===== src/rtl/fifo_same_clock_fill.sv =====
// Single-clock FIFO with first-word-fall-through output, exact fill count,
// programmable almost-full/almost-empty thresholds and sticky error flags.
// Pointers carry one extra wrap bit so that full and empty can be told apart.
module fifo_same_clock_fill #(
    parameter int DATA_WIDTH = 16,
    parameter int DATA_DEPTH = 4
) (
    input  logic                  clk,
    input  logic                  rst,
    input  logic                  flush,
    input  logic                  we,
    input  logic                  re,
    input  logic [DATA_WIDTH-1:0] data_in,
    input  logic [DATA_DEPTH:0]   af_level,
    input  logic [DATA_DEPTH:0]   ae_level,
    input  logic                  clr_err,
    output logic [DATA_WIDTH-1:0] data_out,
    output logic                  nempty,
    output logic                  full,
    output logic [DATA_DEPTH:0]   fill,
    output logic                  almost_full,
    output logic                  almost_empty,
    output logic                  half_empty,
    output logic                  overflow,
    output logic                  underflow
);

    localparam int CAP = 1 << DATA_DEPTH;
    localparam logic [DATA_DEPTH:0] CAP_L  = (DATA_DEPTH+1)'(CAP);
    localparam logic [DATA_DEPTH:0] HALF_L = (DATA_DEPTH+1)'(CAP / 2);

    logic [DATA_DEPTH:0]   wptr_q, wptr_d;
    logic [DATA_DEPTH:0]   rptr_q, rptr_d;
    logic                  overflow_q, overflow_d;
    logic                  underflow_q, underflow_d;
    logic [DATA_WIDTH-1:0] ram [CAP];

    logic wr_en;
    logic rd_en;
    logic ovf_evt;
    logic unf_evt;

    // Status flags derived from the registered pointers and live thresholds.
    always_comb begin
        fill         = wptr_q - rptr_q;
        full         = (fill == CAP_L);
        nempty       = (fill != '0);
        almost_full  = (fill >= af_level);
        almost_empty = (fill <= ae_level);
        half_empty   = (fill <= HALF_L);
        data_out     = ram[rptr_q[DATA_DEPTH-1:0]];
        overflow     = overflow_q;
        underflow    = underflow_q;
    end

    // Accepted operations, error events and next pointer/flag values.
    always_comb begin
        // A simultaneous read frees a slot, so a full FIFO still accepts the write.
        wr_en       = we && (!full || re) && !flush;
        rd_en       = re && nempty && !flush;
        ovf_evt     = we && !re && full;
        unf_evt     = re && !nempty;
        wptr_d      = wptr_q;
        rptr_d      = rptr_q;
        overflow_d  = overflow_q;
        underflow_d = underflow_q;
        if (flush) begin
            // Flush empties the FIFO but leaves the error history alone.
            wptr_d = '0;
            rptr_d = '0;
        end else begin
            if (wr_en) wptr_d = wptr_q + 1'b1;
            if (rd_en) rptr_d = rptr_q + 1'b1;
            // A new event in the clearing cycle takes priority over clr_err.
            overflow_d  = ovf_evt || (overflow_q && !clr_err);
            underflow_d = unf_evt || (underflow_q && !clr_err);
        end
    end

    // Pointer and sticky flag registers.
    always_ff @(posedge clk or posedge rst) begin
        if (rst) begin
            wptr_q      <= '0;
            rptr_q      <= '0;
            overflow_q  <= 1'b0;
            underflow_q <= 1'b0;
        end else begin
            wptr_q      <= wptr_d;
            rptr_q      <= rptr_d;
            overflow_q  <= overflow_d;
            underflow_q <= underflow_d;
        end
    end

    // Storage array, intentionally not reset.
    always_ff @(posedge clk) begin
        if (wr_en) ram[wptr_q[DATA_DEPTH-1:0]] <= data_in;
    end

endmodule


===== config.mk =====
export PLATFORM = sky130hd
export DESIGN_NAME = fifo_same_clock_fill
export DESIGN_NICKNAME = d
export VERILOG_FILES = /design/src/rtl/fifo_same_clock_fill.sv
export SDC_FILE = /design/constraint.sdc
export NUM_CORES = 1
export LEC_CHECK = 0
export CAP_MARGIN = 20
export CORE_AREA = 2 2 181 183
export CTS_CLUSTER_DIAMETER = 200
export DETAILED_ROUTE_END_ITERATION = 12
export DIE_AREA = 0 0 183 185
export PLACE_DENSITY = 0.57
export SYNTH_ARGS = -nofsm -noshare
export SYNTH_HDL_FRONTEND = slang
export SYNTH_SLANG_ARGS = --single-unit

===== constraint.sdc =====
create_clock -name clk -period 3.76 [get_ports clk]
set_clock_uncertainty 0.05 [all_clocks]
set_input_delay 0.94 -clock clk [delete_from_list [all_inputs] [get_ports clk]]
set_output_delay 0.94 -clock clk [all_outputs]
set_load 0.005 [all_outputs]

==> summary.txt, run 1 <==
Run status
  • Status: completed

Yosys
  • Synth Flop Type: edfxtp_1
  • Avg Synthesized Cell Area: 18.07 sq um
  • Synth async-reset ratio: 4.478%
  • Register area share after synthesis: 72.58%
  • YS warnings: 0
  • Mapped Cells: ~600
  • Number of synthesized flops with an enable pin: 256
  • Synth top area cells: edfxtp_1 70%, mux4_2 13%, dfrtp_1 2.7%
  • Area leader, netlist: edfxtp_1
  • Netlist cell types: 48
  • Post-Syn Nets: 656
  • Synth top area share: 69.85%
  • Synthesized area: 11,010 sq um
  • Synth Register Bits: 268

Pwr
  • Pwr Total: 0.009228 W
  • Leak: roughly 4.6 nW
  • VDD IR max: 0.0003570 V
  • Power per Cell Area: 680.4 nW/um^2

Floorplan
  • Core area: roughly 32,000 sq um
  • Top Ports: 60
  • Rows: 66
  • Die Footprint: ~34,000 sq um
  • Height of the die: 185 um
  • Initial Utilization: 34.35%
  • Chip width: 183 um

Global routing
  • Initial antenna violation count: 2
  • Largest net degree at the start of global routing: 52
  • Total grt overflow: 0
  • First-pass GRT wire length: 37,960 um
  • Vias in the first global route: about 6,000
  • Total track usage: 15.26%

Clock tree
  • CTS clk-pin slew, worst paths: 0.06 ns
  • Skew-Pair Late Insertion Delay: 0.53 ns
  • H-tree lvl count: 1
  • CTS Buffer Depth: 3
  • CTS Hold Bufs: 0
  • CTS tree: yes
  • Root Buffer Master: clkbuf_16
  • Cts bufs inserted: 26
  • Clk sinks: 268

STA
  • Fin worst setup slack: around 0.032 ns
  • Setup TNS: 0 ns
  • RSZ-0062 raised after global routing: true
  • Maximum clock rate: 268.2 MHz
  • Final worst-path cycle share: between 90% and 100%
  • Max Slew Vio Count: 0
  • Worst slew margin: a little under three fifths
  • Tmin final: 3.728 ns
  • Setup violators final: 0
  • Final Hold Viols: 0
  • Measured slew at the worst slew-check pin: 0.6490 ns

Drt
  • Routed wire length: 25,790 um
  • DRT antenna net count: 0
  • Starting DRT DRC Count: 444
  • Vias: 5,958
  • # DRC: 0
  • Drt first pass iters: 5
  • Number of vias per cell: around 5.2
  • WL per Instance: about 22 um

Cells and area
  • Register area: 7995 sq um
  • Area Overhead vs Synth: 23.24%
  • Multi-input combinational cell area: 2967 sq um
  • Post-route insts no fill: 1,150
  • Share of cells above drive strength 1: between 20% and 30%
  • Fill count: about 2,800
  • Nets: between 700 and 800

Critical path
  • Levels on crit path: 9
  • WP data arrival: between 2 and 3 ns
  • Crit path buffers/inverters: 2
  • Req. time, crit path: 2.77 ns
  • Worst path top cell family by delay: adder cells
  • Setup Crit Path Kind: reg2out
  • CP Capture Type: output pin
  • Startpoint types: flop
  • CP Cell Sequence: ha_4, fa_2, inv_4, ha_4, a21oi_2, maj3_2, a21oi_2, o2bb2a_4, buf_6
  • Number of cells on the worst reg-to-reg path: 10
  • CP max-delay cell: fa_2
  • Critical Path Fanout Max: 4
  • Crit-path max cell delay: around 0.54 ns

Place
  • Post-Place Setup Slack: -0.1756 ns
  • GP Congestion: 0.8135
  • Port bufs: a little under 60
  • Dpl cells: 1,068
  • Hpwl dp: 13,810 um

Worst hold path
  • HP Class: reg2reg
  • Hold Path Stages: 2

Job
  • Max-Cap Viols: 0
-- layout by cell type, fill, tap and decap left out, types with 5 or more instances in the layout --
cell type / synthesis / final
edfxtp_1: 256 / 256
nand2_1: 79 / 78
mux4_2: 64 / 64
buf_4: 0 / 50
clkdlybuf4s50_1: 0 / 41
clkbuf_16: 0 / 27
and3_1: 25 / 25
nor2_1: 20 / 19
a31oi_1: 18 / 13
inv_1: 15 / 11
ha_1: 14 / 9
dlygate4sd2_1: 0 / 9
clkinv_1: 2 / 8
dfrtp_1: 12 / 8
and3_2: 7 / 7
a21oi_1: 9 / 6
clkbuf_1: 23 / 5
dlymetal6s2s_1: 0 / 5
-- tightest hold or removal path, cell delays in order (launching register included) --
cell and delay, ns:
dfrtp_1 0.35, nand2_1 0.06, o21ai_2 0.05
-- area by class of cell --
| cell class | instances | area share, % |
|---|---|---|
| diodes | 1 | 0.01845 |
| clock buffers | 32 | 5.120 |
| clock inverters | 15 | 1.107 |
| inverters | 18 | 0.5351 |
| multi-input cells | 289 | 21.87 |
| flip-flops and latches | 268 | 58.95 |
| well taps | 408 | 3.764 |
| repair buffers | 119 | 8.635 |
-- flip-flops by register name, indices dropped and copies added (netlist names) --
name / cells
ram: 256
rptr_q: 5
underflow: 1
wptr_q: 5
overflow: 1
-- Yosys cell counts (2+ instances only) --
master	count
a2111oi_0	2
a21boi_0	2
a21oi_1	9
a31oi_1	18
a41oi_1	2
and3_1	25
and3_2	7
buf_1	2
buf_2	7
clkbuf_1	23
clkinv_1	2
dfrtp_1	12
edfxtp_1	256
ha_1	14
inv_1	15
mux2_2	4
mux4_2	64
nand2_1	79
nand2b_1	2
nand4_1	2
nor2_1	20
nor2b_1	3
nor3_1	2
nor3b_1	3
o2111ai_1	2
o211ai_1	2
o21a_1	2
o21ai_0	2
o21ai_2	2
o22ai_1	2
o311ai_0	3
xor2_1	3
-- path summary, 6_finish.rpt --
path	endpoint	from	slack, ns
hold reg to reg	overflow	overflow	0.44
setup / recovery	almost_full	rptr_q[0]	0.03
max in group asynchronous	rptr_q[0]	rst	2.60
setup reg to reg	ram[11][13]	rptr_q[0]	0.31
hold / removal	overflow	overflow	0.44
min in group asynchronous	rptr_q[3]	rst	0.69
-- report_power, final --
group          internal [W]  switching, W  total, W  leakage, nW
sequential          0.00337     0.0000370   0.00341         2.46
combinational       0.00176       0.00147   0.00323         1.70
clock               0.00152       0.00107   0.00259        0.415
total               0.00665       0.00258   0.00923         4.58
-- metrics by stage --
step                      hold WS [ns]  util (%)  area, sq um
final                           0.4394     42.33        13560
after global routing            0.4731     42.32        13560
after CTS                       0.4467     41.58        13320
after global placement          0.4268     38.01        12180
after detailed placement        0.4290     38.01        12180
after floorplan                 0.4248         -        11010
-- routing by layer --
layer  GRT usage (%)  wire length [um]  up-vias
met5               0                15        -
li1                -                 -     2648
met3           2.438              1290       55
met2           25.56             12550      174
met1           20.08             11030     3079
met4           5.888               905        2
-- what timing repair did --
item,CTS,global route
resized for setup,49,21
gates cloned,3,0
setup endpoints to repair,22,13
pin swaps,7,7
setup buffers,12,20
hold endpoints to repair,0,0
-- logic make-up (layout without fill, tap and decap cells) --
logic type / after synthesis / in the layout / synth area share, %
other: 0 / 1 / 0
multiplexers: 69 / 69 / 13.60
buffers and inverters: 52 / 184 / 2.024
adder cells (fa/ha/maj): 16 / 16 / 1.865
AND/OR/NAND/NOR: 150 / 150 / 6.503
flip-flops: 268 / 268 / 72.58
XOR/XNOR: 3 / 3 / 0.2388
AO/OA/AOI/OAI: 51 / 51 / 3.195
(Power assumes the default switching activity.)
==> run 2, diff against run 1 <==
--- a/config.mk
+++ b/config.mk
@@ -6,11 +6,12 @@
 export NUM_CORES = 1
 export LEC_CHECK = 0
 export CAP_MARGIN = 20
-export CORE_AREA = 2 2 181 183
+export CORE_AREA = 2 2 213 215
 export CTS_CLUSTER_DIAMETER = 200
 export DETAILED_ROUTE_END_ITERATION = 12
-export DIE_AREA = 0 0 183 185
-export PLACE_DENSITY = 0.57
+export DIE_AREA = 0 0 215 217
+export PLACE_DENSITY = 0.46
+export SLEW_MARGIN = 20
 export SYNTH_ARGS = -nofsm -noshare
 export SYNTH_HDL_FRONTEND = slang
 export SYNTH_SLANG_ARGS = --single-unit
==> run 2 against run 1 <==
  * The flow now finishes with violations (setup timing)
  * Non-clock buffer count down 2
  * Sequential power about the same
  * Sequential share of layout area down 0.76 points
  * Global-route usage down 3.6 points
  * Register-to-register slack worse by 0.11 ns
  * Power down 1.2%
  * Wire length up 5.7%
  * Combinational power down 5%
==> summary.txt, run 2 (synthesized netlist as in run 1, its figures left out) <==
STA
  • Setup violators final: 1 (was 0)
  • Fin worst setup slack: -0.03401 ns (was 0.03157 ns)
  • Tmin final: 3.794 ns (was 3.728 ns)
  • RSZ-0062 raised after global routing: true (unchanged)
  • Worst slew margin: 56.16% (was 56.73%)
  • Final worst-path cycle share: 100.9% (was 99.16%)
  • Final Hold Viols: 0 (unchanged)
  • Max Slew Vio Count: 0 (unchanged)
  • Maximum clock rate: 263.6 MHz (was 268.2 MHz)
  • Measured slew at the worst slew-check pin: 0.6576 ns (was 0.6490 ns)

Floorplan
  • Core area: 44,700 sq um (was 32,040 sq um)
  • Top Ports: 60 (unchanged)
  • Initial Utilization: 24.62% (was 34.35%)
  • Die Footprint: 46,660 sq um (was 33,860 sq um)
  • Chip width: 215 um (was 183 um)
  • Rows: 78 (was 66)
  • Height of the die: 217 um (was 185 um)

Cells and area
  • Share of cells above drive strength 1: 27.60% (was 28.07%)
  • Fill count: 4,488 (was 2,815)
  • Area Overhead vs Synth: 24.82% (was 23.24%)
  • Max reg flops: 256 (unchanged)
  • Most frequent cells in the layout: 256 x edfxtp_1, 78 x nand2_1, 64 x mux4_2 (unchanged)
  • Design Area, Final: 13,740 sq um (was 13,560 sq um)
  • N_diodes: 0 (was 1)
  • Commonest non-fill, non-tap cell in the layout: edfxtp_1 (unchanged)
  • Post-route insts no fill: 1,339 (was 1,150)
  • Fin util: 30.73% (was 42.33%)
  • Nets: 769 (unchanged)

Pwr
  • Sw Pwr: 0.002571 W (was 0.002576 W)
  • Comb pwr share: 33.7% (was 35.0%)
  • Power per Cell Area: 663.4 nW/um^2 (was 680.4 nW/um^2)
  • Clk pwr share: 28.8% (was 28.0%)
  • Sw Share: 28.21% (was 27.92%)
  • VDD IR max: 0.0003192 V (was 0.0003570 V)
  • Internal power: 0.006543 W (was 0.006652 W)
  • Leak: 4.619 nW (was 4.580 nW)
  • Reg power frac: 37.4% (was 36.9%)

Global routing
  • Vias in the first global route: 6,146 (was 5,994)
  • Largest net degree at the start of global routing: 52 (unchanged)
  • Total track usage: 11.63% (was 15.26%)
  • Initial antenna violation count: 1 (was 2)
  • First-pass GRT wire length: 40,390 um (was 37,960 um)
  • Total grt overflow: 0 (unchanged)

Critical path
  • Crit-path most repeated cell: a21oi_2
  • Startpoint types: flop (unchanged)
  • Crit-path max cell delay: 0.54 ns (about the same)
  • Worst path top cell family by delay: adder cells (unchanged)
  • Number of cells on the worst reg-to-reg path: 11 (was 10)
  • Worst setup path endpoint: almost_full (unchanged)
  • Setup Crit Path Kind: reg2out (unchanged)
  • Critical Path Fanout Max: 4 (unchanged)
  • Critical R2R Capture: ram[11][1] (was ram[11][13])
  • CP Capture Type: output pin (unchanged)
  • CP Cell Sequence: ha_4, fa_2, inv_4, ha_1, a21oi_2, maj3_2, a21oi_2, o2bb2a_4, clkbuf_2 (was ha_4, fa_2, inv_4, ha_4, a21oi_2, maj3_2, a21oi_2, o2bb2a_4, buf_6)
  • Crit path launch: rptr_q[0] (unchanged)
  • Levels on crit path: 9 (unchanged)
  • Req. time, crit path: 2.77 ns (about the same)
  • WP data arrival: 2.80 ns (was 2.74 ns)
  • Crit path buffers/inverters: 2 (unchanged)
  • Flop-to-flop setup slack: 0.20 ns (was 0.31 ns)
  • CP max-delay cell: fa_2 (unchanged)
  • R2r startpoint: rptr_q[0] (unchanged)

Place
  • Port bufs: 59 (unchanged)
  • Dpl cells: 1,277 (was 1,068)
  • Hpwl dp: 15,530 um (was 13,810 um)
  • Placed Area: 12,560 sq um (was 12,180 sq um)
  • GP Congestion: 0.7847 (was 0.8135)

Clock tree
  • Skew-Pair Late Insertion Delay: 0.54 ns (was 0.53 ns)
  • CTS Hold Bufs: 0 (unchanged)
  • Root Buffer Master: clkbuf_16 (unchanged)
  • CTS clk-pin slew, worst paths: 0.06 ns (about the same)
  • Cts bufs inserted: 28 (was 26)
  • CTS tree: yes (unchanged)
  • Clk sinks: 268 (unchanged)
  • H-tree lvl count: 1 (unchanged)
  • CTS Buffer Depth: 3 (unchanged)

Drt
  • Vias: 5,863 (was 5,958)
  • WL per Instance: 20.37 um (was 22.43 um)
  • DRT antenna net count: 0 (unchanged)
  • Starting DRT DRC Count: 453 (was 444)
  • Routed wire length: 27,270 um (was 25,790 um)
  • Drt first pass iters: 4 (was 5)
  • # DRC: 0 (unchanged)
  • Number of vias per cell: 4.379 (was 5.181)

Worst hold path
  • HP Class: reg2reg (unchanged)
  • Hold Path Stages: 2 (unchanged)

Run status
  • Status: complete, but fails checks (was completed)
  • Failing checks: setup timing

Job
  • Max-Cap Viols: 0 (unchanged)
## run 2: cell count changes in the layout (fill, tap and decap cells not counted), moves of 2 or more
cell and delta:
a31oi_4 -4, buf_4 -2, buf_12 -2, dlymetal6s2s_1 +4, ha_1 +2, clkdlybuf4s50_1 -3
clkinvlp_4 +2, clkbuf_16 +4, a31oi_2 +3
## run 2: layout make-up
| type | count | area [sq um] | share of cell area, % |
|---|---|---|---|
| clock buffers | 34 | 744.5 | 5.419 |
| clock inverters | 13 | 113.9 | 0.8289 |
| repair buffers | 117 | 1154 | 8.398 |
| inverters | 18 | 70.07 | 0.5101 |
| multi-input cells | 289 | 2910 | 21.19 |
| flip-flops and latches | 268 | 7994 | 58.19 |
| well taps | 600 | 750.7 | 5.465 |
## run 2: tightest hold or removal path: stages, from the launching register on
cell and delay, ns:
dfrtp_1 0.34, nand2_1 0.07, o21ai_2 0.05
## run 2: how the worst min path moves through the flow
stage             start       end  slack [ns]
5_1_grt        overflow  overflow        0.47
3_3_place_gp   overflow  overflow        0.42
6_report       overflow  overflow        0.44
4_1_cts        overflow  overflow        0.45
3_5_place_dp   overflow  overflow        0.43
2_1_floorplan  overflow  overflow        0.42
## run 2: power by group through the flow
stage	registers (W)	clock network, W	logic [W]
after floorplan	0.00346	0	0.00156
after global placement	0.00347	0	0.00274
after detailed placement	0.00347	0	0.00275
after CTS	0.00341	0.00269	0.00291
after global routing	0.00342	0.00281	0.00336
final	0.00341	0.00263	0.00307
## run 2: metrics by stage
stage	hold slack, ns	setup WS [ns]	setup TNS (ns)	power [W]
after detailed placement	0.4315	-0.1523	-0.2661	0.006214
final	0.4385	-0.03401	-0.03401	0.009113
after floorplan	0.4248	0.3410	0	0.005017
after global placement	0.4192	-0.1312	-0.2424	0.006211
after global routing	0.4682	-0.1326	-0.2449	0.009583
after CTS	0.4452	-0.1818	-0.8630	0.009014
## run 2: repair_timing
action                                  in CTS  in global routing
pin swaps                                    3                  4
setup buffers                                6                  6
endpoints found under the setup margin      22                 16
resized for setup                           39                 29
cloned                                       1                  2
## run 2: routing by layer
| metal | GRT usage [%] | vias up | wire length [um] |
|---|---|---|---|
| li1 | - | 2652 | - |
| met1 | 15.67 | 3053 | 12470 |
| met2 | 19.24 | 128 | 13060 |
| met3 | 1.957 | 28 | 1219 |
| met4 | 3.655 | 2 | 515 |
| met5 | 0 | - | 10 |
